### src/rtl/regfile_pkg.sv
// Shared constants and types for the scoreboarded register file.
// Default widths, the hardwired-zero register index and address/data/tag typedefs.
// Modules keep their own parameters; these defaults match the core's RV32 configuration.
package regfile_pkg;

  localparam int DEF_XLEN  = 32;
  localparam int DEF_AW    = 5;
  localparam int DEF_TAG_W = 4;

  // x0 is hardwired to zero and never tracked by the scoreboard
  localparam int REG_ZERO = 0;

  typedef logic [DEF_AW-1:0]    reg_addr_t;
  typedef logic [DEF_XLEN-1:0]  reg_data_t;
  typedef logic [DEF_TAG_W-1:0] reg_tag_t;

endpackage

### src/rtl/regfile_sb_rdport.sv
// One registered read port: address decode, commit bypass / busy-clear compare, output register.
// Latency 1 cycle; no backpressure, a read is accepted every cycle rd_en is high.
// Optional macro REGFILE_SB_BYPASS_EN forwards same-cycle commit data and post-commit busy.
module regfile_sb_rdport
  import regfile_pkg::*;
#(
  parameter int XLEN  = DEF_XLEN,
  parameter int NREG  = 32,
  parameter int AW    = DEF_AW,
  parameter int TAG_W = DEF_TAG_W
) (
  input  logic                  clk,
  input  logic                  rst,
  input  logic                  flush,
  input  logic                  en,
  input  logic [AW-1:0]         addr,
  input  logic                  cm_we,
  input  logic [AW-1:0]         cm_addr,
  input  logic [TAG_W-1:0]      cm_tag,
  input  logic [XLEN-1:0]       cm_data,
  input  logic [NREG*XLEN-1:0]  regs_flat,
  input  logic [NREG-1:0]       busy_vec,
  input  logic [NREG*TAG_W-1:0] tags_flat,
  output logic [XLEN-1:0]       data,
  output logic                  busy,
  output logic [TAG_W-1:0]      tag
);

  logic             valid;
  int               idx;
  logic [XLEN-1:0]  cur_data;
  logic             cur_busy;
  logic [TAG_W-1:0] cur_tag;
  logic [XLEN-1:0]  nxt_data;
  logic             nxt_busy;
  logic [TAG_W-1:0] nxt_tag;

`ifndef REGFILE_SB_BYPASS_EN
  // Commit inputs only matter when bypassing
  logic unused_cm;
  assign unused_cm = ^{cm_we, cm_addr, cm_tag, cm_data};
`endif

  // Decode address and pick the next output values (x0 and out-of-range read as zero)
  always_comb begin
    valid    = (int'(addr) != REG_ZERO) && (int'(addr) < NREG);
    idx      = valid ? int'(addr) : 0;
    cur_data = regs_flat[idx*XLEN +: XLEN];
    cur_busy = busy_vec[idx];
    cur_tag  = tags_flat[idx*TAG_W +: TAG_W];
    nxt_data = cur_data;
    nxt_busy = cur_busy && !flush;
    nxt_tag  = cur_tag;
`ifdef REGFILE_SB_BYPASS_EN
    if (cm_we && (cm_addr == addr)) begin
      nxt_data = cm_data;
      if (cur_busy && (cur_tag == cm_tag)) begin
        nxt_busy = 1'b0;
      end
    end
`endif
    if (!valid) begin
      nxt_data = '0;
      nxt_busy = 1'b0;
      nxt_tag  = '0;
    end
  end

  // Output register; a disabled port returns zeros
  always_ff @(posedge clk) begin
    if (!rst || !en) begin
      data <= '0;
      busy <= 1'b0;
      tag  <= '0;
    end else begin
      data <= nxt_data;
      busy <= nxt_busy;
      tag  <= nxt_tag;
    end
  end

endmodule

### src/rtl/regfile_sb.sv
// Architectural register file with per-register busy/tag scoreboard and NRD registered read ports.
// Read latency 1 cycle; issue/commit/flush take effect at the clock edge, no backpressure.
// Optional macro REGFILE_SB_BYPASS_EN enables same-cycle commit forwarding on the read ports.
module regfile_sb
  import regfile_pkg::*;
#(
  parameter int XLEN  = DEF_XLEN,
  parameter int NREG  = 32,
  parameter int AW    = DEF_AW,
  parameter int TAG_W = DEF_TAG_W,
  parameter int NRD   = 2
) (
  input  logic                  clk,
  input  logic                  rst,
  input  logic                  flush,
  input  logic                  is_we,
  input  logic [AW-1:0]         is_addr,
  input  logic [TAG_W-1:0]      is_tag,
  input  logic                  cm_we,
  input  logic [AW-1:0]         cm_addr,
  input  logic [TAG_W-1:0]      cm_tag,
  input  logic [XLEN-1:0]       cm_data,
  input  logic [NRD-1:0]        rd_en,
  input  logic [NRD*AW-1:0]     rd_addr,
  output logic [NRD*XLEN-1:0]   rd_data,
  output logic [NRD-1:0]        rd_busy,
  output logic [NRD*TAG_W-1:0]  rd_tag
);

  logic [XLEN-1:0]       regs [NREG];
  logic [TAG_W-1:0]      tags [NREG];
  logic [NREG-1:0]       busy;
  logic [NREG*XLEN-1:0]  regs_flat;
  logic [NREG*TAG_W-1:0] tags_flat;

  logic is_ok;
  logic cm_ok;
  logic cm_clr;
  int   cm_idx;

  // Qualify issue and commit; writes to x0 or beyond NREG are dropped
  always_comb begin
    is_ok  = is_we && !flush && (int'(is_addr) != REG_ZERO) && (int'(is_addr) < NREG);
    cm_ok  = cm_we && (int'(cm_addr) != REG_ZERO) && (int'(cm_addr) < NREG);
    cm_idx = cm_ok ? int'(cm_addr) : 0;
    cm_clr = cm_ok && busy[cm_idx] && (tags[cm_idx] == cm_tag);
  end

  // Register/scoreboard update: flush beats issue, issue beats commit clear
  always_ff @(posedge clk) begin
    if (!rst) begin
      for (int i = 0; i < NREG; i++) begin
        regs[i] <= '0;
        tags[i] <= '0;
        busy[i] <= 1'b0;
      end
    end else begin
      for (int i = 1; i < NREG; i++) begin
        if (cm_ok && (int'(cm_addr) == i)) begin
          regs[i] <= cm_data;
        end
        if (flush) begin
          busy[i] <= 1'b0;
        end else if (is_ok && (int'(is_addr) == i)) begin
          busy[i] <= 1'b1;
          tags[i] <= is_tag;
        end else if (cm_clr && (int'(cm_addr) == i)) begin
          busy[i] <= 1'b0;
        end
      end
    end
  end

  genvar g;
  generate
    for (g = 0; g < NREG; g++) begin : g_flat
      assign regs_flat[g*XLEN +: XLEN]   = regs[g];
      assign tags_flat[g*TAG_W +: TAG_W] = tags[g];
    end

    for (g = 0; g < NRD; g++) begin : g_rd
      regfile_sb_rdport #(
        .XLEN  (XLEN),
        .NREG  (NREG),
        .AW    (AW),
        .TAG_W (TAG_W)
      ) u_rdport (
        .clk       (clk),
        .rst       (rst),
        .flush     (flush),
        .en        (rd_en[g]),
        .addr      (rd_addr[g*AW +: AW]),
        .cm_we     (cm_we),
        .cm_addr   (cm_addr),
        .cm_tag    (cm_tag),
        .cm_data   (cm_data),
        .regs_flat (regs_flat),
        .busy_vec  (busy),
        .tags_flat (tags_flat),
        .data      (rd_data[g*XLEN +: XLEN]),
        .busy      (rd_busy[g]),
        .tag       (rd_tag[g*TAG_W +: TAG_W])
      );
    end
  endgenerate

endmodule

### config.mk
export PLATFORM = sky130hd
export DESIGN_NAME = regfile_sb
export DESIGN_NICKNAME = d
export VERILOG_FILES = /design/src/rtl/regfile_pkg.sv /design/src/rtl/regfile_sb_rdport.sv /design/src/rtl/regfile_sb.sv
export SDC_FILE = /design/constraint.sdc
export NUM_CORES = 2
export LEC_CHECK = 0
export BUFFER_PORTS_ARGS = -buffer_cell sky130_fd_sc_hd__clkbuf_2
export CAP_MARGIN = 20
export CORE_ASPECT_RATIO = 0.6
export CORE_MARGIN = 3
export CORE_UTILIZATION = 35
export DETAILED_ROUTE_END_ITERATION = 10
export PLACE_DENSITY_LB_ADDON = 0.1
export SLEW_MARGIN = 30
export SYNTH_ARGS = -nofsm -noshare
export SYNTH_HDL_FRONTEND = slang
export SYNTH_HIERARCHICAL = 1
export SYNTH_SLANG_ARGS = --single-unit
### constraint.sdc
create_clock -name clk -period 3.95 [get_ports clk]
set_input_delay 0.79 -clock clk [delete_from_list [all_inputs] [get_ports clk]]
set_output_delay 0.79 -clock clk [all_outputs]
set_load 0.02 [all_outputs]
==> reports/qor_table.md <==
| Parameter | Value |
|:---|:---|
| Status | finished clean |
| Starting DRC count in detailed routing | 7009 |
| Share of synthesized area occupied by flip-flops and latches | 0.5767 |
| Maximum achievable frequency | 344.1 MHz |
| Cell breakdown of the critical path | clkbuf_2 > buf_12 > inv_1 > o21ai_0 > a211oi_1 > a211oi_1 > o41ai_1 > nand2_1 > nor4_4 > buf_12 > a41oi_1 |
| WL/cell | 36.86 um |
| Peak ir drop on the vdd network | 301.6 uV |
| Count of unique library cells instantiated by Yosys | 70 |
| Effective utilization at floorplan | 0.3551 |
| Clock tree root buffer cell | sky130_fd_sc_hd__clkbuf_16 |
| Post-Route Skew | 0.05601 ns |
| Proportion of synthesized area in mux cells | 0.2138 |
| Final worst-path cycle share | 0.7358 |
| Number of buffers added for setup after CTS | 0 |
| Nature of the critical path startpoint | input port |
| Pin count of the biggest net entering global routing | 91 |
| Share of post-route cells with drive strength above 1 | 0.2250 |
| Basic-gate share of the synthesized area counting and, or, nand and nor cells | 0.07707 |
| Number of violations of the max-capacitance limit | 0 |
| Number of filler instances in the final layout | 16285 |
| Worst Setup Path Type | in2reg |
| Post-synth design cell area | 61750 um^2 |
| Number of buffers inserted during clock tree synthesis | 140 |
| Number of DRC violations after detailed routing | 0 |
| Overall power of the completed layout | 32820 uW |
| Io pins | 141 |
| Slowest-stage cell, CP | sky130_fd_sc_hd__inv_1 |
| Number of pins exceeding their max-slew limit in the final report | 0 |
| Share of the synthesized area in the top cell type | 0.5427 |
| Total area of multi-input combinational cells | 24210 um^2 |
| Hold violation total from the final report | 0 |
| Clock tree from TritonCTS | built |
| Synthesized netlist cell count | 4526 |
| Arrival time at the worst endpoint | 3.53 ns |
| Number of enable flip-flop cells after synthesis | 1116 |
| Leading area contributor after synthesis | sky130_fd_sc_hd__edfxtp_1 |
| Max clock buf depth | 4 |
| Xor/xnor cell area share of the yosys netlist | 0.0005673 |
| Total Neg Setup Slack | 0 ns |
| Period minus WS final | 2.906 ns |
| Worst min path class | in2reg |
| CP Data Required Time | 4.57 ns |
| CP peak stage delay | 0.43 ns |
| Largest fanout on the critical path | 31 |
| Floorplan core area | 173900 um^2 |
| HPWL after DPL | 173.7 mm |
| Width of the die | 548.3 um |
| Routed via count divided by cell count | 6.248 |
| Post_cts resized | 0 |
| Initial antenna violation count | 11 |
| Complex-gate fraction of the synthesized area | 0.09259 |
| Share of flip-flops with an asynchronous set or reset | 0 |
| Remaining antenna violation count | 0 |
| Area taken by flip-flops and latches | 35610 um^2 |
| Post-synthesis sequential element count | 1221 |
| Main synth FF type | sky130_fd_sc_hd__edfxtp_1 |
| Setup repair after global routing missed its margin | no |
| Synthesis-to-layout area growth | 15.53% |
| Critical path capture point type | flip-flop |
| Routed WL | 266.7 mm |
| Port Buf Inserts | 140 |
| FP Rows | 118 |
| Clock sink count | 1221 |
| Leak Pwr | 0.02576 uW |
| Main area contributors after synthesis | sky130_fd_sc_hd__edfxtp_1 (54%), sky130_fd_sc_hd__mux4_2 (12%), sky130_fd_sc_hd__mux2i_1 (8.8%) |
| Tightest hold margin | 0.4335 ns |
| Final Core Density | 0.4102 |
| Overall overflow remaining after global route | 0 |
| Avg Synthesized Cell Area | 13.64 um^2 |
| Global-route wire length before repair | 361.9 mm |
| Clk slew on worst S/H paths | 0.06 ns |
| Via count of the first global-routing pass | 42377 |
| Vertical die dimension | 331.4 um |
| Combinational family with the most area after synthesis | multiplexers |
| Total power divided by cell area | 460.0 nW/um^2 |
| Pre-antenna DRT Iters | 7 |
| Final net count | 4864 |
| Routability Congestion | 0.9819 |
| DR vias | 45205 |
| Overall routing resource usage | 0.2852 |
| Worst Tran Pin Value | 0.9815 ns |
| Clock insertion delay at the later pin of the skew report | 0.81 ns |
| H-tree depth | 4 |
| Slew Limit Headroom | 0.3457 |
| Setup Viol. Count Final | 0 |
| Yosys warning count | 6 |
| Number of hold buffers added after cts | 0 |
| Post-Synth Adder-Cell Area | 0 |
| Total die area | 181700 um^2 |
worst max-delay path, delay by kind of cell:
family / cells / cell delay, ns
AOI/OAI and AO/OA: 5 / 1.07
buffers and inverters: 4 / 1.13
and+or+nand+nor: 2 / 0.49
metrics by stage:
step | setup slack, ns | std cells | cell area (um^2)
2_1_floorplan | 0.3918 | 4599 | 62030
3_3_place_gp | 0.4163 | 6995 | 66990
3_5_place_dp | 0.3274 | 6995 | 66990
4_1_cts | 1.150 | 7234 | 71340
5_1_grt | 0.9457 | 7235 | 71350
6_report | 1.044 | 7235 | 71350
sequential cells by signal (all words and copies together), names as in the netlist:
register	count
g_rd.u_rdport/data	64
regs	992
busy	31
g_rd.u_rdport/busy	2
tags	124
g_rd.u_rdport/tag	8
placed cells by master, fill, tap and decap left out, types with 31 or more instances in the layout:
cell and n:
sky130_fd_sc_hd__o21ai_0 161, sky130_fd_sc_hd__nand3_1 71, sky130_fd_sc_hd__a41oi_1 31, sky130_fd_sc_hd__nand2_1 216, sky130_fd_sc_hd__mux4_2 340, sky130_fd_sc_hd__a21oi_1 84, sky130_fd_sc_hd__mux2i_1 544, sky130_fd_sc_hd__dfxtp_1 105
sky130_fd_sc_hd__a221o_1 41, sky130_fd_sc_hd__clkbuf_16 145, sky130_fd_sc_hd__clkbuf_2 131, sky130_fd_sc_hd__o21ai_1 35, sky130_fd_sc_hd__inv_1 57, sky130_fd_sc_hd__a221oi_1 139, sky130_fd_sc_hd__nand2_2 48, sky130_fd_sc_hd__clkbuf_1 33
sky130_fd_sc_hd__buf_4 265, sky130_fd_sc_hd__buf_12 63, sky130_fd_sc_hd__nor2_1 683, sky130_fd_sc_hd__a32oi_1 31, sky130_fd_sc_hd__edfxtp_1 1116, sky130_fd_sc_hd__nor3_1 42, sky130_fd_sc_hd__a22oi_1 57, sky130_fd_sc_hd__conb_1 74
synthesized netlist by cell type (10+ instances only):
cell / count
sky130_fd_sc_hd__a31o_1: 16
sky130_fd_sc_hd__inv_1: 59
sky130_fd_sc_hd__or3_1: 18
sky130_fd_sc_hd__a41oi_1: 31
sky130_fd_sc_hd__a22o_1: 16
sky130_fd_sc_hd__o21ai_0: 161
sky130_fd_sc_hd__nand2b_1: 24
sky130_fd_sc_hd__mux4_2: 340
sky130_fd_sc_hd__buf_4: 85
sky130_fd_sc_hd__a211oi_1: 31
sky130_fd_sc_hd__o21ai_1: 35
sky130_fd_sc_hd__o31ai_1: 15
sky130_fd_sc_hd__nand3_1: 73
sky130_fd_sc_hd__buf_6: 28
sky130_fd_sc_hd__a221oi_1: 139
sky130_fd_sc_hd__buf_2: 77
sky130_fd_sc_hd__and3_1: 10
sky130_fd_sc_hd__a221o_1: 41
sky130_fd_sc_hd__nor2b_1: 15
sky130_fd_sc_hd__clkbuf_1: 210
sky130_fd_sc_hd__a32oi_1: 31
sky130_fd_sc_hd__dfxtp_1: 105
sky130_fd_sc_hd__a21oi_1: 84
sky130_fd_sc_hd__a22oi_1: 57
sky130_fd_sc_hd__nor2_1: 684
sky130_fd_sc_hd__a221oi_2: 22
sky130_fd_sc_hd__mux2i_1: 544
sky130_fd_sc_hd__edfxtp_1: 1116
sky130_fd_sc_hd__nor3_1: 44
sky130_fd_sc_hd__nand2_1: 264
sky130_fd_sc_hd__a21o_1: 28
cell families after synthesis:
| logic type | after synthesis |
|---|---|
| DFF | 1221 |
| AOI/OAI and AO/OA | 776 |
| and+or+nand+nor | 1159 |
| muxes | 893 |
| other | 1 |
| xor gates and xnor gates | 4 |
| buffers and inverters | 472 |
per-layer routing:
metal | global-route usage | up-vias | wire [um]
met5 | 0.003140 | - | 77
met3 | 0.08541 | 349 | 33120
li1 | - | 18183 | -
met4 | 0.05999 | 2 | 6072
met1 | 0.4420 | 23703 | 119700
met2 | 0.3884 | 2968 | 107700
final timing paths:
check | to | slack [ns] | startpoint | depth (start not counted)
worst min register to register | busy[18]$_SDFFE_PP0P_ | 0.60 | busy[18]$_SDFFE_PP0P_ | 2
worst max register to register | busy[12]$_SDFFE_PP0P_ | 1.14 | tags[15][1]$_SDFFCE_PN0P_ | 9
worst min-delay path | busy[28]$_SDFFE_PP0P_ | 0.43 | cm_addr[4] | 2
worst max-delay path | busy[12]$_SDFFE_PP0P_ | 1.04 | cm_addr[2] | 11
final cells by class:
cell class | instances | share of cell area
flip-flops and latches | 1221 | 0.4992
multi-input cells | 2906 | 0.3394
repair buffers | 466 | 0.05607
clock buffers | 189 | 0.05471
well taps | 2340 | 0.04104
clock inverters | 50 | 0.006296
inverters | 62 | 0.003332
diodes | 1 | 0.00003507
power breakdown:
part	leakage [uW]	total [uW]	switching, uW	internal (uW)
registers	0.0116	15500	508	15000
logic	0.0121	4350	2770	1580
clock network	0.00211	12900	5550	7390
total	0.0258	32800	8830	24000
Power figures use the tool's default switching activity.
